## config.mk

```make
export PLATFORM = sky130hd
export DESIGN_NAME = key_char_ctrl
export DESIGN_NICKNAME = d
export VERILOG_FILES = /design/src/rtl/key_char_ctrl_pkg.sv /design/src/rtl/key_char_ctrl_scan2ascii.sv /design/src/rtl/key_char_ctrl.sv
export SDC_FILE = /design/constraint.sdc
export NUM_CORES = 1
export LEC_CHECK = 0
export ABC_CLOCK_PERIOD_IN_PS = 6300
export CORE_AREA = 4 4 206 208
export CTS_BUF_LIST = sky130_fd_sc_hd__clkbuf_2
export CTS_CLUSTER_DIAMETER = 150
export DETAILED_ROUTE_END_ITERATION = 8
export DIE_AREA = 0 0 210 212
export DONT_BUFFER_PORTS = 1
export HOLD_SLACK_MARGIN = 0.15
export PLACE_DENSITY = 0.32
export SLEW_MARGIN = 40
export SYNTH_ARGS = -nofsm -noshare
export SYNTH_HDL_FRONTEND = slang
export SYNTH_SLANG_ARGS = --single-unit
```

## constraint.sdc

```tcl
create_clock -name fcrystal -period 6.3 [get_ports fcrystal]
set_input_delay 1.26 -clock fcrystal [delete_from_list [all_inputs] [get_ports fcrystal]]
set_output_delay 1.26 -clock fcrystal [all_outputs]
set_load 0.01 [all_outputs]
```

## src/rtl/key_char_ctrl_pkg.sv

```systemverilog
`default_nettype none
// +----------------------------------------------------------------------+
// | key_char_ctrl_pkg                                                    |
// | Shared scan codes, ASCII codes and caps-lock state encodings.        |
// | Rev 1.0                                                              |
// +----------------------------------------------------------------------+
package key_char_ctrl_pkg;

  localparam logic [8:0] SC_CAPS   = 9'h058;
  localparam logic [8:0] SC_LSHIFT = 9'h012;
  localparam logic [8:0] SC_RSHIFT = 9'h059;
  localparam logic [8:0] SC_ENTER  = 9'h05A;
  localparam logic [8:0] SC_BKSP   = 9'h066;
  localparam logic [8:0] SC_SPACE  = 9'h029;

  localparam logic [7:0] ASCII_BS = 8'h08;
  localparam logic [7:0] ASCII_CR = 8'h0D;
  localparam logic [7:0] ASCII_SP = 8'h20;

  typedef enum logic [0:0] {
    CAPS_L = 1'b0,
    CAPS_U = 1'b1
  } caps_state_e;

endpackage
`default_nettype wire

```

## src/rtl/key_char_ctrl_scan2ascii.sv

```systemverilog
`default_nettype none
// +----------------------------------------------------------------------+
// | key_char_ctrl_scan2ascii                                             |
// | Combinational scan2ascii: set-2 scan code to printable ASCII.        |
// | Rev 1.0                                                              |
// +----------------------------------------------------------------------+
module key_char_ctrl_scan2ascii
  import key_char_ctrl_pkg::*;
(
  input  logic [8:0] code,
  input  logic       upper,
  output logic [7:0] ascii,
  output logic       is_char
);

  logic [7:0] w_letter;
  logic [7:0] w_other;
  logic       w_other_hit;

  // Letters are held in upper case; lower case is derived by setting bit 5.
  always_comb begin
    w_letter = 8'h00;
    case (code)
      9'h01C: w_letter = 8'h41;
      9'h032: w_letter = 8'h42;
      9'h021: w_letter = 8'h43;
      9'h023: w_letter = 8'h44;
      9'h024: w_letter = 8'h45;
      9'h02B: w_letter = 8'h46;
      9'h034: w_letter = 8'h47;
      9'h033: w_letter = 8'h48;
      9'h043: w_letter = 8'h49;
      9'h03B: w_letter = 8'h4A;
      9'h042: w_letter = 8'h4B;
      9'h04B: w_letter = 8'h4C;
      9'h03A: w_letter = 8'h4D;
      9'h031: w_letter = 8'h4E;
      9'h044: w_letter = 8'h4F;
      9'h04D: w_letter = 8'h50;
      9'h015: w_letter = 8'h51;
      9'h02D: w_letter = 8'h52;
      9'h01B: w_letter = 8'h53;
      9'h02C: w_letter = 8'h54;
      9'h03C: w_letter = 8'h55;
      9'h02A: w_letter = 8'h56;
      9'h01D: w_letter = 8'h57;
      9'h022: w_letter = 8'h58;
      9'h035: w_letter = 8'h59;
      9'h01A: w_letter = 8'h5A;
      default: w_letter = 8'h00;
    endcase
  end

  always_comb begin
    w_other     = 8'h00;
    w_other_hit = 1'b0;
    case (code)
      9'h045:   {w_other_hit, w_other} = {1'b1, 8'h30};
      9'h016:   {w_other_hit, w_other} = {1'b1, 8'h31};
      9'h01E:   {w_other_hit, w_other} = {1'b1, 8'h32};
      9'h026:   {w_other_hit, w_other} = {1'b1, 8'h33};
      9'h025:   {w_other_hit, w_other} = {1'b1, 8'h34};
      9'h02E:   {w_other_hit, w_other} = {1'b1, 8'h35};
      9'h036:   {w_other_hit, w_other} = {1'b1, 8'h36};
      9'h03D:   {w_other_hit, w_other} = {1'b1, 8'h37};
      9'h03E:   {w_other_hit, w_other} = {1'b1, 8'h38};
      9'h046:   {w_other_hit, w_other} = {1'b1, 8'h39};
      SC_ENTER: {w_other_hit, w_other} = {1'b1, ASCII_CR};
      SC_SPACE: {w_other_hit, w_other} = {1'b1, ASCII_SP};
      default:  {w_other_hit, w_other} = {1'b0, 8'h00};
    endcase
  end

  assign is_char = (w_letter != 8'h00) || w_other_hit;
  assign ascii   = (w_letter != 8'h00) ? (upper ? w_letter : (w_letter | 8'h20))
                                       : w_other;

endmodule
`default_nettype wire

```

## src/rtl/key_char_ctrl.sv

```systemverilog
`default_nettype none
// +----------------------------------------------------------------------+
// | key_char_ctrl                                                        |
// | Keyboard press events to ASCII stream: caps FSM, character FIFO.     |
// | Rev 1.0                                                              |
// +----------------------------------------------------------------------+
module key_char_ctrl
  import key_char_ctrl_pkg::*;
#(
  parameter int DEPTH = 4,
  parameter int AW    = 2
) (
  input  logic          fcrystal,
  input  logic          rst_n,
  input  logic [511:0]  key_down,
  input  logic [8:0]    last_change,
  input  logic          key_valid,
  input  logic          char_ready,
  output logic [7:0]    char_data,
  output logic          char_valid,
  output logic          caps_lock,
  output logic [AW:0]   fifo_count,
  output logic          overflow
);

  localparam logic [AW:0] c_depth = (AW+1)'(DEPTH);

  logic              r_ev_valid;
  logic [8:0]        r_ev_code;
  logic              r_ev_shift;
  logic              r_ev_caps;
  caps_state_e       r_caps_state;
  caps_state_e       w_caps_next;
  logic [7:0]        r_mem [DEPTH];
  logic [AW-1:0]     r_wr_ptr;
  logic [AW-1:0]     r_rd_ptr;
  logic [AW:0]       r_count;
  logic [AW:0]       w_count_next;
  logic              r_overflow;
  logic [7:0]        w_ascii;
  logic              w_is_char;
  logic              w_pop;
  logic              w_bksp;
  logic              w_remove;
  logic              w_push_req;
  logic              w_push;
  logic [7:0]        w_push_data;

  // Stage 1: capture the press together with the modifiers in force at that edge.
  always_ff @(posedge fcrystal or negedge rst_n) begin
    if (!rst_n) begin
      r_ev_valid <= 1'b0;
      r_ev_code  <= 9'h000;
      r_ev_shift <= 1'b0;
      r_ev_caps  <= 1'b0;
    end else begin
      r_ev_valid <= key_valid && key_down[last_change];
      r_ev_code  <= last_change;
      r_ev_shift <= key_down[SC_LSHIFT] | key_down[SC_RSHIFT];
      r_ev_caps  <= (r_caps_state == CAPS_U);
    end
  end

  key_char_ctrl_scan2ascii u_scan2ascii (
    .code    (r_ev_code),
    .upper   (r_ev_caps ^ r_ev_shift),
    .ascii   (w_ascii),
    .is_char (w_is_char)
  );

  always_comb begin
    w_caps_next = r_caps_state;
    if (r_ev_valid && (r_ev_code == SC_CAPS))
      w_caps_next = (r_caps_state == CAPS_L) ? CAPS_U : CAPS_L;
  end

  always_ff @(posedge fcrystal or negedge rst_n) begin
    if (!rst_n) r_caps_state <= CAPS_L;
    else        r_caps_state <= w_caps_next;
  end

  // Backspace only erases an entry that survives this edge's pop; otherwise it is a character.
  always_comb begin
    w_pop        = (r_count != '0) && char_ready;
    w_bksp       = r_ev_valid && (r_ev_code == SC_BKSP);
    w_remove     = w_bksp && (r_count > {{AW{1'b0}}, w_pop});
    w_push_req   = (r_ev_valid && w_is_char) || (w_bksp && !w_remove);
    w_push_data  = w_is_char ? w_ascii : ASCII_BS;
    w_push       = w_push_req && ((r_count != c_depth) || w_pop);
    w_count_next = r_count;
    if (w_push)   w_count_next = w_count_next + (AW+1)'(1);
    if (w_pop)    w_count_next = w_count_next - (AW+1)'(1);
    if (w_remove) w_count_next = w_count_next - (AW+1)'(1);
  end

  always_ff @(posedge fcrystal) begin
    if (w_push) r_mem[r_wr_ptr] <= w_push_data;
  end

  always_ff @(posedge fcrystal or negedge rst_n) begin
    if (!rst_n) begin
      r_wr_ptr   <= '0;
      r_rd_ptr   <= '0;
      r_count    <= '0;
      r_overflow <= 1'b0;
    end else begin
      if (w_push)        r_wr_ptr <= r_wr_ptr + AW'(1);
      else if (w_remove) r_wr_ptr <= r_wr_ptr - AW'(1);
      if (w_pop)         r_rd_ptr <= r_rd_ptr + AW'(1);
      r_count    <= w_count_next;
      r_overflow <= r_overflow | (w_push_req && !w_push);
    end
  end

  assign char_valid = (r_count != '0);
  assign char_data  = char_valid ? r_mem[r_rd_ptr] : 8'h00;
  assign caps_lock  = (r_caps_state == CAPS_U);
  assign fifo_count = r_count;
  assign overflow   = r_overflow;

endmodule
`default_nettype wire

```

Word-level counts from Yosys, hierarchy flattened:

Memories as Yosys holds them, arrays and structs flattened.
Index checks and enable logic that the tools add are counted.

* flip-flop bits (word level): 21
* bits in latches: 0
* bits in writable memories: 32
* bits in read-only memories: 768
* bits of input ports: 525
* output and inout port bits: 14
* word-level logic and storage cells: 73
* memories kept: 2

Memories
* (no name shown): depth 128, bits a word 6, rd ports 1, clocked after Yosys merged registers in 0, wr ports 0, line key_char_ctrl_scan2ascii.sv:23 `case (code)`
* r_mem: depth 4, bits a word 8, rd ports 1, clocked after Yosys merged registers in 0, wr ports 1, line key_char_ctrl.sv:34 `logic [7:0] r_mem [DEPTH];`

* $add $sub $neg: 6
* $mul: 0
* div/mod/pow operators: 0
* order comparisons: 2
* eq/ne operators: 15
* shifts and indexed selects: 0
* muxes and demuxes: 17
* bitwise gates (word level): 3
* reduce and logical (&&, ||, !) cells: 19

Operators by type and width (count)
* $pmux 6 s12: 1
* $eq 9x6->1 const B: 7
* $eq 9x7->1 const B: 5
* $mux 8: 4
* $eq 9x5->1 const B: 2
* $reduce_or 12->1: 1
* $lt 9x10->1 const B: 1
* $bmux 1 s9: 1
* $logic_and 1x1->1: 9
* $mux 3: 3
* $reduce_bool 8->1: 1
* $mux 6: 1
* $sub 3x1->3 const B: 2
* $mux 1: 5
* $add 2x1->2 const B: 2
* $mux 2: 2
* $add 3x1->3 const B: 1
* $gt 3x1->1: 1
* $logic_or 1x1->1: 3
* $ne 3x3->1 const B: 1
* $reduce_bool 3->1: 1
* $logic_not 1->1: 2
* $logic_not 2->1: 1
* $or 1x1->1: 2
* other kinds (3): 3

Logic depth before layout (Yosys ltp):

* word-level depth: 13
* depth in mapped cells: 20
* mapped depth without buffers: 19

Hierarchy:

A second synthesis with hierarchy kept.

* cells, all modules: 667
* area, all modules: 7602.3 um2

Modules (own cells, without submodules)
* key_char_ctrl: times used 1, cells each 512, area an instance 6496.2 um2, sequential area each 1486.4 um2
* key_char_ctrl_scan2ascii: times used 1, cells each 155, area an instance 1106.1 um2, sequential area each 0.0 um2

Least setup slack after synthesis:

OpenSTA, ideal clock, no wires.

* kind: register -> register
* start: register r_ev_code[1]
* end: register r_count[2] (netlist: fifo_count[2])
* setup time: 0.123 ns
* arrival time: 3.682 ns
* data required time: 6.177 ns
* slack: 2.495 ns
* cell stages (with the launch flop): 21
* path buffers: 1
* period minus slack after synthesis: 3.805 ns
* cells stage by stage: dfrtp_1 > inv_1 > ha_1 > clkbuf_1 > nand4b_1 > o211ai_1 > a221oi_1 > a2111oi_0 > or3_4 > o211ai_4 > o21ai_2 > a22o_1 > inv_1 > ha_1 > nand2_1 > o21ai_1 > ha_1 > mux2_2 > o21ai_0 > o22a_1 > xnor2_1

* longest elaborated chain between the ends: 12
* elaborated cells between the ends (all ways): 31
* classes of those cells: add/sub: 2; eq/ne: 13; mux: 5; reduce/logical: 10; memory: 1

Ends and longest elaborated chain
* start, declared: line key_char_ctrl.sv:29 `logic [8:0] r_ev_code;`
* start signal, assigned: line key_char_ctrl.sv:58 `r_ev_code <= last_change;`
* $mem_v2 128x6 (tied with other cells)
* $mux 8 (tied with other cells): line key_char_ctrl_scan2ascii.sv:23
* $reduce_bool 8->1 (tied with other cells): line key_char_ctrl_scan2ascii.sv:74 `assign is_char = (w_letter != 8'h00) || w_other_hit;`
* $logic_or 1x1->1 / $logic_not 1->1 (equally long branches): line key_char_ctrl_scan2ascii.sv:74, key_char_ctrl.sv:87
* $logic_and 1x1->1: line key_char_ctrl.sv:87 `w_push_req = (r_ev_valid && w_is_char) || (w_bksp && !w_remove);`
* $logic_or 1x1->1: line key_char_ctrl.sv:87
* $logic_and 1x1->1: line key_char_ctrl.sv:89 `w_push = w_push_req && ((r_count != c_depth) || w_pop);`
* $mux 3: line key_char_ctrl.sv:91 `if (w_push) w_count_next = w_count_next + (AW+1)'(1);`
* $sub 3x1->3: line key_char_ctrl.sv:92 `if (w_pop) w_count_next = w_count_next - (AW+1)'(1);`
* $mux 3: line key_char_ctrl.sv:92
* $sub 3x1->3: line key_char_ctrl.sv:93 `if (w_remove) w_count_next = w_count_next - (AW+1)'(1);`
* $mux 3 *: line key_char_ctrl.sv:93
* named net w_count_next[2]: line key_char_ctrl.sv:38 `logic [AW:0] w_count_next;`
* end signal, assigned: line key_char_ctrl.sv:110 `r_count <= w_count_next;`
* end, declared: line key_char_ctrl.sv:37 `logic [AW:0] r_count;`

Mark *: on every way through the listed nets, which the timed path passes. The rest lies on a longest branch.
A chain may end at the register's enable or synchronous reset.

Worst setup path in the final report:

* start: register r_ev_code[4]
* end: register r_count[2] (netlist: fifo_count[2])

Same word-level chain as after synthesis.

==> qor.txt <==
Skew-Pair Late Insertion Delay: 490 ps
Starting density of the core: 18.4%
Period utilization: 71.4%
CP max FO: 23
Met2 usage: 26.7%
Final Hold Viols: 0
I/O Buffers: 0
Largest net degree at the start of global routing: 153
Initial antenna violation count: 31
Total Wirelength: 37900 um
Syn Nets: 1170
Commonest non-fill, non-tap cell in the layout: mux4_2
Vias: 6055
Slew Viols, Final: 0
Die area: 44500 um^2
Post-CTS setup buffers: 0
Async SR Flop Fraction: 42.9%
Crit path arrival time: 4940 ps
Final TNS setup: 0 ps
Max Cap Viol: 0
Hold buffers post-CTS: 0
First-pass DRT Iterations: 5
Worst reg-to-reg setup slack: 1800 ps
Status: finished clean
Register area share after synthesis: 18.4%
Final worst slack: 1800 ps
# fillers: 4428
Initial DRC Count: 412
Post-synth EDFFs: 28
Most frequent cells in the layout: mux4_2 (122), mux2i_1 (54), nor2_1 (37), nand2_1 (35), edfxtp_1 (28)
Gpl congestion: 0.887
Register area: 1370 um^2
Setup crit end kind: flip-flop
Hpwl dp: 31900 um
Die height: 212 um
GR Layer Usage met1: 20.0%
Top-Level Pins: 539
DR WL/cell: 33.7 um
Netlist Area Pre-Place: 7440 um^2
VDD IR max: 77.3 uV
Chip width: 210 um
TritonCTS Buffers: 5
Max stage delay cell, worst path: dfrtp_1
H-tree levels: 2
Cell chain of the critical path: nand2_1, a311o_1, or4_1, o22ai_2, or3_4, o211ai_4, o21ai_2, a22o_1, inv_1, ha_1, nand2_1, o21ai_1, ha_1, mux2_2, o21ai_0, o22a_1, xnor2_1
Leak: 2.44 nW
Synth warn: 0
Setup Crit Path Kind: reg -> reg
CP required: 6740 ps
Post-DP Area: 7720 um^2
Dominant register cell in the synthesized netlist: edfxtp_1
Gr usage total: 15.8%
P&R area growth vs syn: 5.01%
CTS tree: done
Slew of the pin with the lowest slew margin: 836 ps
Syn_area_per_cell: 11.8 um^2
Clock tree root buffer cell: clkbuf_2
WHS: 404 ps
Biggest cell delay along the critical path: 960 ps
Final Net Count: 1110
Most Crowded Layer GR: met2
Startpoint Class: flip-flop
PwrDens: 150 nW/um^2
Crit path buf inv count: 1
FMAX: 0.222 GHz
Post_cts resized: 0
Post-Place Setup Slack: 1750 ps
Number of library cell types mapped by synthesis: 74
Worst hold path type: in -> async
Synth Register Bits: 49
Number of global-route vias before repair: 6635
Setup violations, final: 0
Final min period: 4500 ps
Global-route track usage on met3: 4.75%
Multi-input gate area: 5620 um^2
Core area: 40600 um^2
Design Area, Final: 7820 um^2
Vias per cell: 5.38
Relative slew margins: 44.3%
Share of post-route cells with drive strength above 1: 26.7%
DRC Markers: 0
Total gr overflow: 0
CTS Sinks: 49
Unrepaired setup endpoints after global routing: no
DRT antenna net count: 0
CP top delay family: compound AO/OA/AOI/OAI gates
Post-Synthesis Cells: 633
Clk buf depth: 2
Clock skew: 11.3 ps
Site Rows: 74
Clk pin slew, worst setup/hold paths: 290 ps
First-pass GRT wire length: 51000 um
flip-flops by register name (all words and copies together), names as in the netlist, 2 cells and up:
name and cells:
r_ev_code 9, fifo_count 3, r_wr_ptr 2, r_rd_ptr 2, r_mem 28
layout make-up:
class	instances	share of cell area (%)
diodes	19	0.608
repair buffers	2	0.192
inverters	12	0.608
flip-flops and latches	49	17.5
clock inverters	3	0.336
well taps	532	8.52
clock buffers	5	0.320
multi-input cells	503	71.9
worst paths after layout:
kind / from / endpoint / depth (start not counted)
min reg2reg: caps_lock$_DFFE_PN0P_ / r_ev_caps$_DFF_PN0_ / 0
min in group fcrystal: caps_lock$_DFFE_PN0P_ / r_ev_caps$_DFF_PN0_ / 0
max: r_ev_code[4]$_DFF_PN0_ / fifo_count[2]$_DFF_PN0_ / 17
max reg2reg: r_ev_code[4]$_DFF_PN0_ / fifo_count[2]$_DFF_PN0_ / 17
min: rst_n / r_ev_code[2]$_DFF_PN0_ / 0
max in group asynchronous: rst_n / r_ev_code[6]$_DFF_PN0_ / 0
layer usage:
layer	part of all wire, %	up-vias
met5	0.034	-
met4	2.0	2
met3	8.5	36
met2	50	338
met1	39	3111
li1	-	2568
cells in the mapped netlist, types with 13 or more instances:
library cell	n	area share [%]
mux4_2	122	37
mux2i_1	54	7.3
nor2_1	37	1.9
nand2_1	36	1.8
edfxtp_1	28	11
clkbuf_1	26	1.3
o221ai_1	22	2.6
dfrtp_1	21	7.1
o21ai_0	19	1.3
buf_2	16	1.1
buf_4	16	1.6
nand3_1	13	0.87
stage by stage:
| stage | instances | power (W) | util (%) |
|---|---|---|---|
| finish | 1125 | 0.00117 | 19.3 |
| global placement | 1098 | 0.00105 | 19.0 |
| CTS | 1106 | 0.00121 | 19.2 |
| floorplan | 633 | 0.000955 | - |
| detailed placement | 1098 | 0.00104 | 19.0 |
| global route | 1116 | 0.00127 | 19.2 |
where the power goes:
part	total [W]	switching (W)	internal, W	leakage [nW]
Clock	0.000153	0.000123	0.0000298	0.0272
Sequential	0.000454	0.0000790	0.000375	0.503
Combinational	0.000566	0.000251	0.000315	1.91
cells by family after synthesis:
kind of cell             Yosys count  synth area share (%)
multiplexers                     186                  47.1
AND/OR/NAND/NOR                  171                  12.4
AO/OA/AOI/OAI                    120                  12.3
buffers and inverters             81                  6.32
flip-flops                        49                  18.4
XOR/XNOR                          13                  1.53
adder cells (fa/ha/maj)           12                  2.02
other                              1                0.0504
Power figures use the tool's default switching activity.
